### src/rtl/apb_slave_pkg.sv
`default_nettype none
// ============================================================================
// Module      : apb_slave_pkg
// Description : Shared types and constants for the APB4 register-file slave.
// Revision    : 1.0 - initial release
// ============================================================================
package apb_slave_pkg;

    typedef enum logic [0:0] {
        ST_IDLE   = 1'b0,
        ST_ACCESS = 1'b1
    } apb_state_e;

    localparam logic [31:0] c_default_id = 32'hA9B0_0001;
    localparam int          c_err_cnt_w  = 8;
    localparam int          c_wait_w     = 4;

endpackage
`default_nettype wire

### src/rtl/apb_wait_ctrl.sv
`default_nettype none
// ============================================================================
// Module      : apb_wait_ctrl
// Description : APB transfer FSM with programmable wait-state insertion.
// Revision    : 1.0 - initial release
// ============================================================================
module apb_wait_ctrl
    import apb_slave_pkg::*;
(
    input  logic                PCLK,
    input  logic                PRESETn,
    input  logic                i_psel,
    input  logic                i_penable,
    input  logic [c_wait_w-1:0] i_wait_cfg,
    output logic                o_pready
);

    apb_state_e          r_state;
    apb_state_e          w_state_nxt;
    logic [c_wait_w-1:0] r_cnt;
    logic [c_wait_w-1:0] w_cnt_nxt;

    always_ff @(posedge PCLK or negedge PRESETn) begin
        if (!PRESETn) begin
            r_state <= ST_IDLE;
            r_cnt   <= '0;
        end else begin
            r_state <= w_state_nxt;
            r_cnt   <= w_cnt_nxt;
        end
    end

    // wait_cfg is sampled only on the setup edge; any exit from ACCESS clears the counter
    always_comb begin
        w_state_nxt = r_state;
        w_cnt_nxt   = r_cnt;
        case (r_state)
            ST_IDLE: begin
                if (i_psel && !i_penable) begin
                    w_state_nxt = ST_ACCESS;
                    w_cnt_nxt   = i_wait_cfg;
                end
            end
            ST_ACCESS: begin
                if (!i_psel || !i_penable || (r_cnt == '0)) begin
                    w_state_nxt = ST_IDLE;
                    w_cnt_nxt   = '0;
                end else begin
                    w_cnt_nxt   = r_cnt - 1'b1;
                end
            end
            default: begin
                w_state_nxt = ST_IDLE;
                w_cnt_nxt   = '0;
            end
        endcase
    end

    always_comb begin
        o_pready = (r_state == ST_ACCESS) && (r_cnt == '0);
    end

endmodule
`default_nettype wire

### src/rtl/apb4_regfile_slave.sv
`default_nettype none
// ============================================================================
// Module      : apb4_regfile_slave
// Description : APB4 register file with byte strobes, wait states and errors.
// Revision    : 1.0 - initial release
// ============================================================================
module apb4_regfile_slave
    import apb_slave_pkg::*;
#(
    parameter int          ADDR_WIDTH = 32,
    parameter int          DATA_WIDTH = 32,
    parameter int          NUM_REGS   = 16,
    parameter logic [31:0] ID_VALUE   = c_default_id
) (
    input  logic                    PCLK,
    input  logic                    PRESETn,
    input  logic                    PSEL,
    input  logic                    PENABLE,
    input  logic                    PWRITE,
    input  logic [ADDR_WIDTH-1:0]   PADDR,
    input  logic [DATA_WIDTH-1:0]   PWDATA,
    input  logic [DATA_WIDTH/8-1:0] PSTRB,
    input  logic [c_wait_w-1:0]     wait_cfg,
    output logic                    PREADY,
    output logic [DATA_WIDTH-1:0]   PRDATA,
    output logic                    PSLVERR,
    output logic [c_err_cnt_w-1:0]  err_cnt
);

    localparam int                c_bytes = DATA_WIDTH / 8;
    localparam int                c_b     = $clog2(c_bytes);
    localparam int                c_idx_w = $clog2(NUM_REGS);
    localparam logic [ADDR_WIDTH:0] c_span = (ADDR_WIDTH+1)'(NUM_REGS * c_bytes);

    logic                   w_pready;
    logic                   w_xfer_done;
    logic                   w_oor;
    logic                   w_err;
    logic                   w_wr_en;
    logic [c_idx_w-1:0]     w_idx;
    logic [DATA_WIDTH-1:0]  w_regfile [NUM_REGS];
    logic [c_err_cnt_w-1:0] r_err_cnt;

    apb_wait_ctrl u_wait_ctrl (
        .PCLK       (PCLK),
        .PRESETn    (PRESETn),
        .i_psel     (PSEL),
        .i_penable  (PENABLE),
        .i_wait_cfg (wait_cfg),
        .o_pready   (w_pready)
    );

    assign w_idx       = PADDR[c_idx_w+c_b-1:c_b];
    assign w_oor       = ({1'b0, PADDR} >= c_span);
    assign w_err       = w_oor || (PWRITE && (w_idx == '0));
    assign w_xfer_done = PSEL && PENABLE && w_pready;
    assign w_wr_en     = w_xfer_done && PWRITE && !w_err;

    assign PREADY  = w_pready;
    assign PSLVERR = w_xfer_done && w_err;
    assign PRDATA  = (w_xfer_done && !PWRITE && !w_err) ? w_regfile[w_idx] : '0;
    assign err_cnt = r_err_cnt;

    // Register 0 is a hard-wired identification word
    assign w_regfile[0] = ID_VALUE[DATA_WIDTH-1:0];

    for (genvar i = 1; i < NUM_REGS; i++) begin : g_reg
        logic [DATA_WIDTH-1:0] r_data;

        always_ff @(posedge PCLK or negedge PRESETn) begin
            if (!PRESETn) begin
                r_data <= '0;
            end else if (w_wr_en && (w_idx == c_idx_w'(i))) begin
                for (int k = 0; k < c_bytes; k++) begin
                    if (PSTRB[k]) begin
                        r_data[8*k +: 8] <= PWDATA[8*k +: 8];
                    end
                end
            end
        end

        assign w_regfile[i] = r_data;
    end

    always_ff @(posedge PCLK or negedge PRESETn) begin
        if (!PRESETn) begin
            r_err_cnt <= '0;
        end else if (PSLVERR && (r_err_cnt != '1)) begin
            r_err_cnt <= r_err_cnt + 1'b1;
        end
    end

endmodule
`default_nettype wire

### config.mk
export PLATFORM = sky130hd
export DESIGN_NAME = apb4_regfile_slave
export DESIGN_NICKNAME = d
export VERILOG_FILES = /design/src/rtl/apb_slave_pkg.sv /design/src/rtl/apb_wait_ctrl.sv /design/src/rtl/apb4_regfile_slave.sv
export SDC_FILE = /design/constraint.sdc
export NUM_CORES = 1
export LEC_CHECK = 0
export ABC_AREA = 1
export BUFFER_PORTS_ARGS = -buffer_cell sky130_fd_sc_hd__buf_2
export CORE_ASPECT_RATIO = 1.2
export CORE_MARGIN = 10
export CORE_UTILIZATION = 50
export DETAILED_ROUTE_END_ITERATION = 10
export GPL_ROUTABILITY_DRIVEN = 1
export PLACE_DENSITY_LB_ADDON = 0.25
export SYNTH_ARGS = -nofsm -noshare
export SYNTH_HDL_FRONTEND = slang
export SYNTH_SLANG_ARGS = --single-unit
### constraint.sdc
create_clock -name PCLK -period 2.8 [get_ports PCLK]
set_clock_uncertainty 0.2 [all_clocks]
set_input_delay 0.28 -clock PCLK [delete_from_list [all_inputs] [get_ports PCLK]]
set_output_delay 0.28 -clock PCLK [all_outputs]
set_load 0.005 [all_outputs]
==> metrics.md, run 1 <==
| Metric | Value |
|---|---|
| Status | finished with violations |
| Failing checks | negative setup slack |
| Vias post-DR | 24,900 |
| CTS root buf | clkbuf_16 |
| Final period utilization | 1.01 |
| Mean Syn Cell Area | 7.84 µm² |
| Max Cap Viol | 0 |
| Layout net count | 3,414 |
| Post-Syn Area | 25,000 µm² |
| Slew Limit Fails | 0 |
| Setup crit end kind | output port |
| Remaining Overflow, GRT | 0 |
| Setup ws final | -0.0407 ns |
| LEAKAGE | 0.0161 µW |
| Reg2Reg Depth | 10 |
| Hold Path Depth | 3 |
| Fin Setup TNS | -0.0836 ns |
| Placed inst area | 27,200 µm² |
| Worst-margin pin slew | 0.761 ns |
| 1st-pass router iterations | 6 |
| Die Width | 224 µm |
| Core Rows | 89 |
| Post-route DRC | 0 |
| Total chip power | 15,800 µW |
| Pin count of the biggest net entering global routing | 79 |
| Hold Violations, Final | 0 |
| Initial antenna violation count | 5 |
| CP Class | flip-flop to output port |
| Iter 0 DRT Violations | 3,202 |
| Critical Path AT | 2.36 ns |
| WL per Instance | 21.5 µm |
| Maximum level of the CTS H-tree | 2 |
| Via density | 6.20 |
| IO buf count | 116 |
| Critical Path RT | 2.32 ns |
| Crit path launch type | flip-flop |
| Total GRT Usage | 0.286 |
| Sink Count | 493 |
| Global-route wire length before repair | 136,000 µm |
| Antenna-violating nets left | 0 |
| Vias in the first global route | 24,100 |
| Clock Latency Late Sink | 0.62 ns |
| Initial Utilization | 0.507 |
| Cell count after synthesis | 3,187 |
| Multi-input gate area | 11,700 µm² |
| Tmin final | 2.84 ns |
| Synth Register Bits | 493 |
| # fillers | 4,257 |
| CORE AREA | 49,300 µm² |
| WL final | 86,500 µm |
| CP Cell Sequence | inv_2 > ha_4 > nand3_4 > nor2_4 > nand3_4 > buf_6 > nor3_4 > buf_6 > buf_2 |
| Worst vdd ir | 0.426 mV |
| Syn Nets | 3,266 |
| Crit-path slowest cell | dfrtp_1 |
| Setup Viol. Count Final | 3 |
| Maximum fanout along the worst path | 8 |
| Crit-path max cell delay | 0.41 ns |
| Slew margin rel. | 0.492 |
| Seq. cell area | 12,300 µm² |
| Die ar. | 59,400 µm² |
| Power density cells | 530 nW/µm² |
| Synthesis Warnings | 0 |
| Worst hold-check path type | primary input to flip-flop |
| TritonCTS Buffers | 52 |
| CTS Buffer Depth | 3 |
| Register area share after synthesis | 0.493 |
| Max Freq | 0.352 GHz |
| Yosys cell types | 34 |
| Setup repair after global routing missed its margin | yes |
| Reg clk slew, reported paths | 0.06 ns |
| Final HPWL from detailed placement | 53,700 µm |
| CTS tree | built |
| Fraction of layout cells with a size suffix above 1 | 0.149 |
| Height of the die | 265 µm |
| GP Congestion | 0.865 |
| Post-layout util | 0.603 |
| Area Overhead vs Synth | 19.1% |
| Total I/O pin count | 119 |
| Final instance area | 29,800 µm² |
## area by class of cell
class                           count  share of cell area
Tap cell                          637              0.0268
Sequential cell                   493               0.414
Inverter                           32             0.00412
Timing Repair Buffer              365               0.104
Multi-Input combinational cell   2391               0.393
Antenna cell                        5            0.000420
Clock buffer                       68              0.0488
Clock inverter                     26             0.00841
## Yosys cell counts, drive strengths merged
master	n	area, µm²
nand2	1261	4740
nand4	542	3520
dfrtp	493	12300
nor2	332	1320
clkbuf	144	541
buf	127	676
o22a	93	815
nor3	33	170
o21ai	33	165
inv	30	113
a21oi	29	145
o22ai	24	150
nand3	16	80.1
a22oi	9	67.6
xor2	4	35.0
o211ai	3	22.5
xnor2	3	26.3
clkinv	2	7.51
ha	2	25.0
o31ai	2	15.0
or2	2	12.5
a31oi	1	6.26
and2	1	6.26
nand3b	1	7.51
## critical path: cells and delay by family, from the launching register on
family | cells | cell delay (ns)
DFF | 1 | 0.41
and+or+nand+nor | 4 | 0.65
adders and majority gates | 1 | 0.14
buffers and inverters | 4 | 0.55
## registers in the layout, indices dropped and copies added, names as in the netlist
name,cells
u_wait_ctrl.r_cnt,4
u_wait_ctrl.r_state,1
err_cnt,8
g.r_data,480
## final timing paths
check,startpoint,end,slack (ns)
hold reg to reg,g_reg[1].r_data[23],g_reg[1].r_data[23],0.28
hold / removal,PSTRB[2],g_reg[12].r_data[23],0.04
setup reg to reg,u_wait_ctrl.r_cnt[1],u_wait_ctrl.r_cnt[2],0.06
min in group asynchronous,PRESETn,g_reg[8].r_data[21],0.07
setup / recovery,u_wait_ctrl.r_cnt[1],PRDATA[9],-0.04
max in group asynchronous,PRESETn,g_reg[2].r_data[11],1.48
## stage by stage
step	hold slack (ns)	instances	worst slack, ns
2_1_floorplan	-0.216	3187	0.712
3_3_place_gp	0.130	3865	0.161
3_5_place_dp	0.147	3865	0.132
4_1_cts	0.0274	4010	-0.101
5_1_grt	0.0702	4016	-0.110
6_report	0.0389	4017	-0.0407
## power by group
| group | internal [µW] | switching [µW] |
|---|---|---|
| clock network | 4020 | 2990 |
| logic | 471 | 1130 |
| registers | 7140 | 20.0 |
| total | 11600 | 4140 |
## cells in the final DEF, fill, tap and decap left out, types with 11 or more instances in the layout
| cell type | count |
|---|---|
| buf_4 | 167 |
| clkbuf_16 | 53 |
| o22a_1 | 93 |
| dfrtp_1 | 493 |
| nor3_2 | 11 |
| nand4_1 | 521 |
| buf_2 | 110 |
| o21ai_0 | 33 |
| inv_1 | 19 |
| a21oi_1 | 29 |
| nand3_1 | 14 |
| dlygate4sd3_1 | 43 |
| nor2_1 | 306 |
| nor2_2 | 11 |
| clkinv_2 | 17 |
| nand2_1 | 1259 |
| nand4_2 | 21 |
| nor2_4 | 15 |
| o22ai_1 | 24 |
| buf_12 | 38 |
| nor3_4 | 18 |
## logic make-up after synthesis
logic type	count (synthesis)	share of synthesized area
and+or+nand+nor	2188	0.394
buffers and inverters	303	0.0534
adders and majority gates	2	0.00100
xor gates and xnor gates	7	0.00245
AOI/OAI and AO/OA	194	0.0554
DFF	493	0.493
## metal layers
metal / vias to the layer above / wire (µm) / GRT usage
met1: 12200 / 33800 / 0.367
met5: - / 0 / 0
li1: 11100 / - / -
met4: 0 / 4140 / 0.147
met3: 267 / 7730 / 0.0444
met2: 1308 / 40900 / 0.461
## repair_timing
item,CTS,global route
gates cloned,3,0
endpoints found under the setup margin,33,34
gates resized for setup,60,14
hold buffers,43,0
hold endpoints to repair,613,0
pin swaps,4,7
buffers inserted,8,5
Note: power is estimated with default switching activity, not from simulation.
==> run 2: changes to the inputs <==
- ABC_AREA: 1 -> 0
- clock period: 2.8 -> 3.05 ns (I/O delays scaled with it)
==> metrics.md, run 2 <==
| Metric | Value |
|---|---|
| Yosys top cell area share | 0.519 (was 0.493) |
| Synthesis Warnings | 0 (unchanged) |
| Reg clk slew, reported paths | 0.06 ns (about the same) |
| Area Overhead vs Synth | 18.0% (was 19.1%) |
| GP Congestion | 0.784 (was 0.865) |
| EDFF count, synth | 0 (unchanged) |
| Maximum fanout along the worst path | 5 (was 8) |
| Global-route wire length before repair | 88,900 µm (was 136,000 µm) |
| Cell count after synthesis | 1,481 (was 3,187) |
| WL per Instance | 24.2 µm (was 21.5 µm) |
| Yosys cell types | 41 (was 34) |
| Post-synth top flop | dfrtp_1 (unchanged) |
| Status | finished with violations (unchanged) |
| GR peak layer | met2 (unchanged) |
| Dominant cell type by area after synthesis | dfrtp_1 (unchanged) |
| Vias in the first global route | 15,000 (was 24,100) |
| TritonCTS Buffers | 49 (was 52) |
| RR Startpoint | u_wait_ctrl.r_cnt[0] (was u_wait_ctrl.r_cnt[1]) |
| Total I/O pin count | 119 (unchanged) |
| Vias post-DR | 13,700 (was 24,900) |
| Clock Latency Late Sink | 0.57 ns (was 0.62 ns) |
| Crit-path slowest cell | dfrtp_1 (unchanged) |
| Worst-margin pin slew | 1.01 ns (was 0.761 ns) |
| M1 GR Usage | 0.258 (was 0.367) |
| Placed inst area | 25,700 µm² (was 27,200 µm²) |
| Via density | 5.88 (was 6.20) |
| Hold Path Origin | PSTRB[3] (was PSTRB[2]) |
| GR Util met2 | 0.349 (was 0.461) |
| Die ar. | 56,700 µm² (was 59,400 µm²) |
| CP Class | flip-flop to output port (unchanged) |
| Failing checks | negative setup slack (unchanged) |
| List of most frequent post-synthesis cells | dfrtp_1, mux2_2, mux4_2, clkbuf_1, nand4_4 (was nand2_1, nand4_1, dfrtp_1, nor2_1, clkbuf_1) |
| Syn Nets | 1,560 (was 3,266) |
| Layout net count | 1,755 (was 3,414) |
| # fillers | 3,596 (was 4,257) |
| Antenna-violating nets left | 0 (unchanged) |
| Reg2Reg Depth | 12 (was 10) |
| Slew Limit Fails | 0 (unchanged) |
| Core Rows | 87 (was 89) |
| Ant. Diodes | 0 (was 5) |
| Multi-input gate area | 11,000 µm² (was 11,700 µm²) |
| CTS Buffer Depth | 3 (unchanged) |
| Height of the die | 259 µm (was 265 µm) |
| Worst hold-check path type | primary input to flip-flop (unchanged) |
| Met3 Track Usage GR | 0.0343 (was 0.0444) |
| Worst Hold End | g_reg[2].r_data[24] (was g_reg[12].r_data[23]) |
| Setup crit end kind | output port (unchanged) |
| Final instance area | 28,000 µm² (was 29,800 µm²) |
| Mean Syn Cell Area | 16.0 µm² (was 7.84 µm²) |
| Power density cells | 472 nW/µm² (was 530 nW/µm²) |
| Worst vdd ir | 0.450 mV (was 0.426 mV) |
| FF-to-FF End | g_reg[5].r_data[26] (was u_wait_ctrl.r_cnt[2]) |
| Maximum level of the CTS H-tree | 2 (unchanged) |
| Iter 0 DRT Violations | 927 (was 3,202) |
| Hold Violations, Final | 0 (unchanged) |
| Cell with the most instances after synthesis | dfrtp_1 (was nand2_1) |
| CP Cell Sequence | inv_2 > ha_2 > nor3b_4 > nand4_1 > buf_6 > nor2_4 > nand2_4 > buf_12 > a211oi_4 > buf_2 (was inv_2 > ha_4 > nand3_4 > nor2_4 > nand3_4 > buf_6 > nor3_4 > buf_6 > buf_2) |
| Top reg by flops | g.r_data (unchanged) |
| Critical Path RT | 2.54 ns (was 2.32 ns) |
| Most frequent cells in the layout | dfrtp_1, mux2_2, mux4_2 (was nand2_1, nand4_1, dfrtp_1) |
| Initial Utilization | 0.505 (was 0.507) |
| Critical Path AT | 2.69 ns (was 2.36 ns) |
| Die Width | 219 µm (was 224 µm) |
| 1st-pass router iterations | 4 (was 6) |
| CORE AREA | 47,000 µm² (was 49,300 µm²) |
| CTS root buf | clkbuf_16 (unchanged) |
| Flop-to-flop setup slack | 0.09 ns (was 0.06 ns) |
| Pin count of the biggest net entering global routing | 80 (was 79) |
| Pre-CTS WS | 0.0791 ns (was 0.132 ns) |
| Max reg flops | 480 (unchanged) |
| Fraction of layout cells with a size suffix above 1 | 0.561 (was 0.149) |
| Post-Syn Area | 23,800 µm² (was 25,000 µm²) |
| Hold Path Depth | 3 (unchanged) |
| Sink Count | 493 (unchanged) |
| Initial antenna violation count | 3 (was 5) |
| Ys async rst share | 1.00 (unchanged) |
| Crit-path max cell delay | 0.40 ns (was 0.41 ns) |
| Max Freq | 0.313 GHz |
| Register area share after synthesis | 0.519 (was 0.493) |
| CTS tree | built (unchanged) |
| Max Cap Viol | 0 (unchanged) |
| LEAKAGE | 0.0139 µW (was 0.0161 µW) |
| WL final | 56,400 µm (was 86,500 µm) |
| Tmin final | 3.19 ns |
| Final period utilization | 1.05 |
| Synth top area cells | dfrtp_1, mux2_2, mux4_2, nand4_4, mux2_1 (was dfrtp_1, nand2_1, nand4_1, nor2_1, o22a_1) |
| Post-route DRC | 0 (unchanged) |
| Slew margin rel. | 0.327 (was 0.492) |
| Final HPWL from detailed placement | 35,800 µm (was 53,700 µm) |
| Setup Viol. Count Final | 31 (was 3) |
| Setup repair after global routing missed its margin | yes (unchanged) |
| Setup ws final | -0.143 ns (was -0.0407 ns) |
| Crit path launch type | flip-flop (unchanged) |
| Remaining Overflow, GRT | 0 (unchanged) |
| IO buf count | 116 (unchanged) |
| Total GRT Usage | 0.202 (was 0.286) |
| Seq. cell area | 12,300 µm² (unchanged) |
| Commonest non-fill, non-tap cell in the layout | dfrtp_1 (was nand2_1) |
| Synth Register Bits | 493 (unchanged) |
[run 2: cell count changes after synthesis, moves of 39 or more]
cell | before | now
mux2_1 | 0 | 39
mux2_2 | 0 | 466
o22a_1 | 93 | 0
buf_2 | 84 | 21
clkbuf_1 | 144 | 67
nand4_4 | 0 | 48
nand2_1 | 1260 | 6
mux4_2 | 0 | 120
nor2_1 | 316 | 16
nand4_1 | 521 | 4
[run 2: logic make-up (layout without fill, tap and decap cells)]
group / count (synthesis) / after routing / share of synthesized area
multiplexers: 641 / 641 / 0.360
flip-flops: 493 / 493 / 0.519
AND/OR/NAND/NOR: 158 / 158 / 0.0738
buffers and inverters: 119 / 351 / 0.0242
AO/OA/AOI/OAI: 61 / 61 / 0.0195
XOR/XNOR: 7 / 7 / 0.00258
adder cells (fa/ha/maj): 2 / 2 / 0.00105
[run 2: worst max path at each step]
| stage | slack [ns] | end | start |
|---|---|---|---|
| 3_5_place_dp | 0.08 | g_reg[3].r_data[29] | u_wait_ctrl.r_cnt[0] |
| 5_1_grt | -0.22 | PRDATA[23] | u_wait_ctrl.r_cnt[1] |
| 6_report | -0.14 | PRDATA[23] | u_wait_ctrl.r_cnt[0] |
| 4_1_cts | -0.1 | PRDATA[20] | u_wait_ctrl.r_cnt[0] |
| 3_3_place_gp | 0.11 | PRDATA[7] | PADDR[2] |
| 2_1_floorplan | 0.34 | PRDATA[2] | PADDR[2] |
[run 2: metrics by stage]
stage | power, µW | TNS [ns] | std cells | util | hold WS (ns)
CTS | 13400 | -1.70 | 2322 | 0.592 | 0.0665
floorplan | 7060 | 0 | 1481 | - | -0.191
detailed placement | 7440 | 0 | 2187 | 0.547 | 0.143
global route | 13700 | -3.86 | 2336 | 0.596 | 0.0898
global placement | 7420 | 0 | 2187 | 0.547 | 0.136
finish | 13200 | -1.44 | 2336 | 0.596 | 0.0851
[run 2: cell type report]
type,instances,share of cell area
inverter,6,0.000803
timing repair buffer,257,0.0829
clock buffer,80,0.0537
multi-input combinational,869,0.393
sequential,493,0.440
clock inverter,8,0.00183
tap,623,0.0278
[run 2: what timing repair did]
item	CTS	global route
setup endpoints to repair	32	464
hold buffers	40	0
gates resized for setup	23	12
pin swaps	1	4
buffers inserted	6	15
hold endpoints to repair	500	0
gates cloned	1	1
[run 2: layer usage]
layer	vias up	share of wire
met5	-	0.00074
met2	259	0.52
met1	7343	0.42
li1	6058	-
met4	6	0.017
met3	69	0.050
[run 2: where the power goes]
group          internal (µW)  total [µW]  switching [µW]
Clock                   3360        5850            2490
Sequential              6560        6590            24.7
Combinational            272         797             526
Total                  10200       13200            3040
[run 2: worst max-delay path: cells and delay by family, from the launching register on]
| kind | cells | cell delay, ns |
|---|---|---|
| flip-flops | 1 | 0.40 |
| AND/OR/NAND/NOR | 4 | 0.65 |
| buffers and inverters | 4 | 0.65 |
| adder cells (fa/ha/maj) | 1 | 0.17 |
| AO/OA/AOI/OAI | 1 | 0.24 |
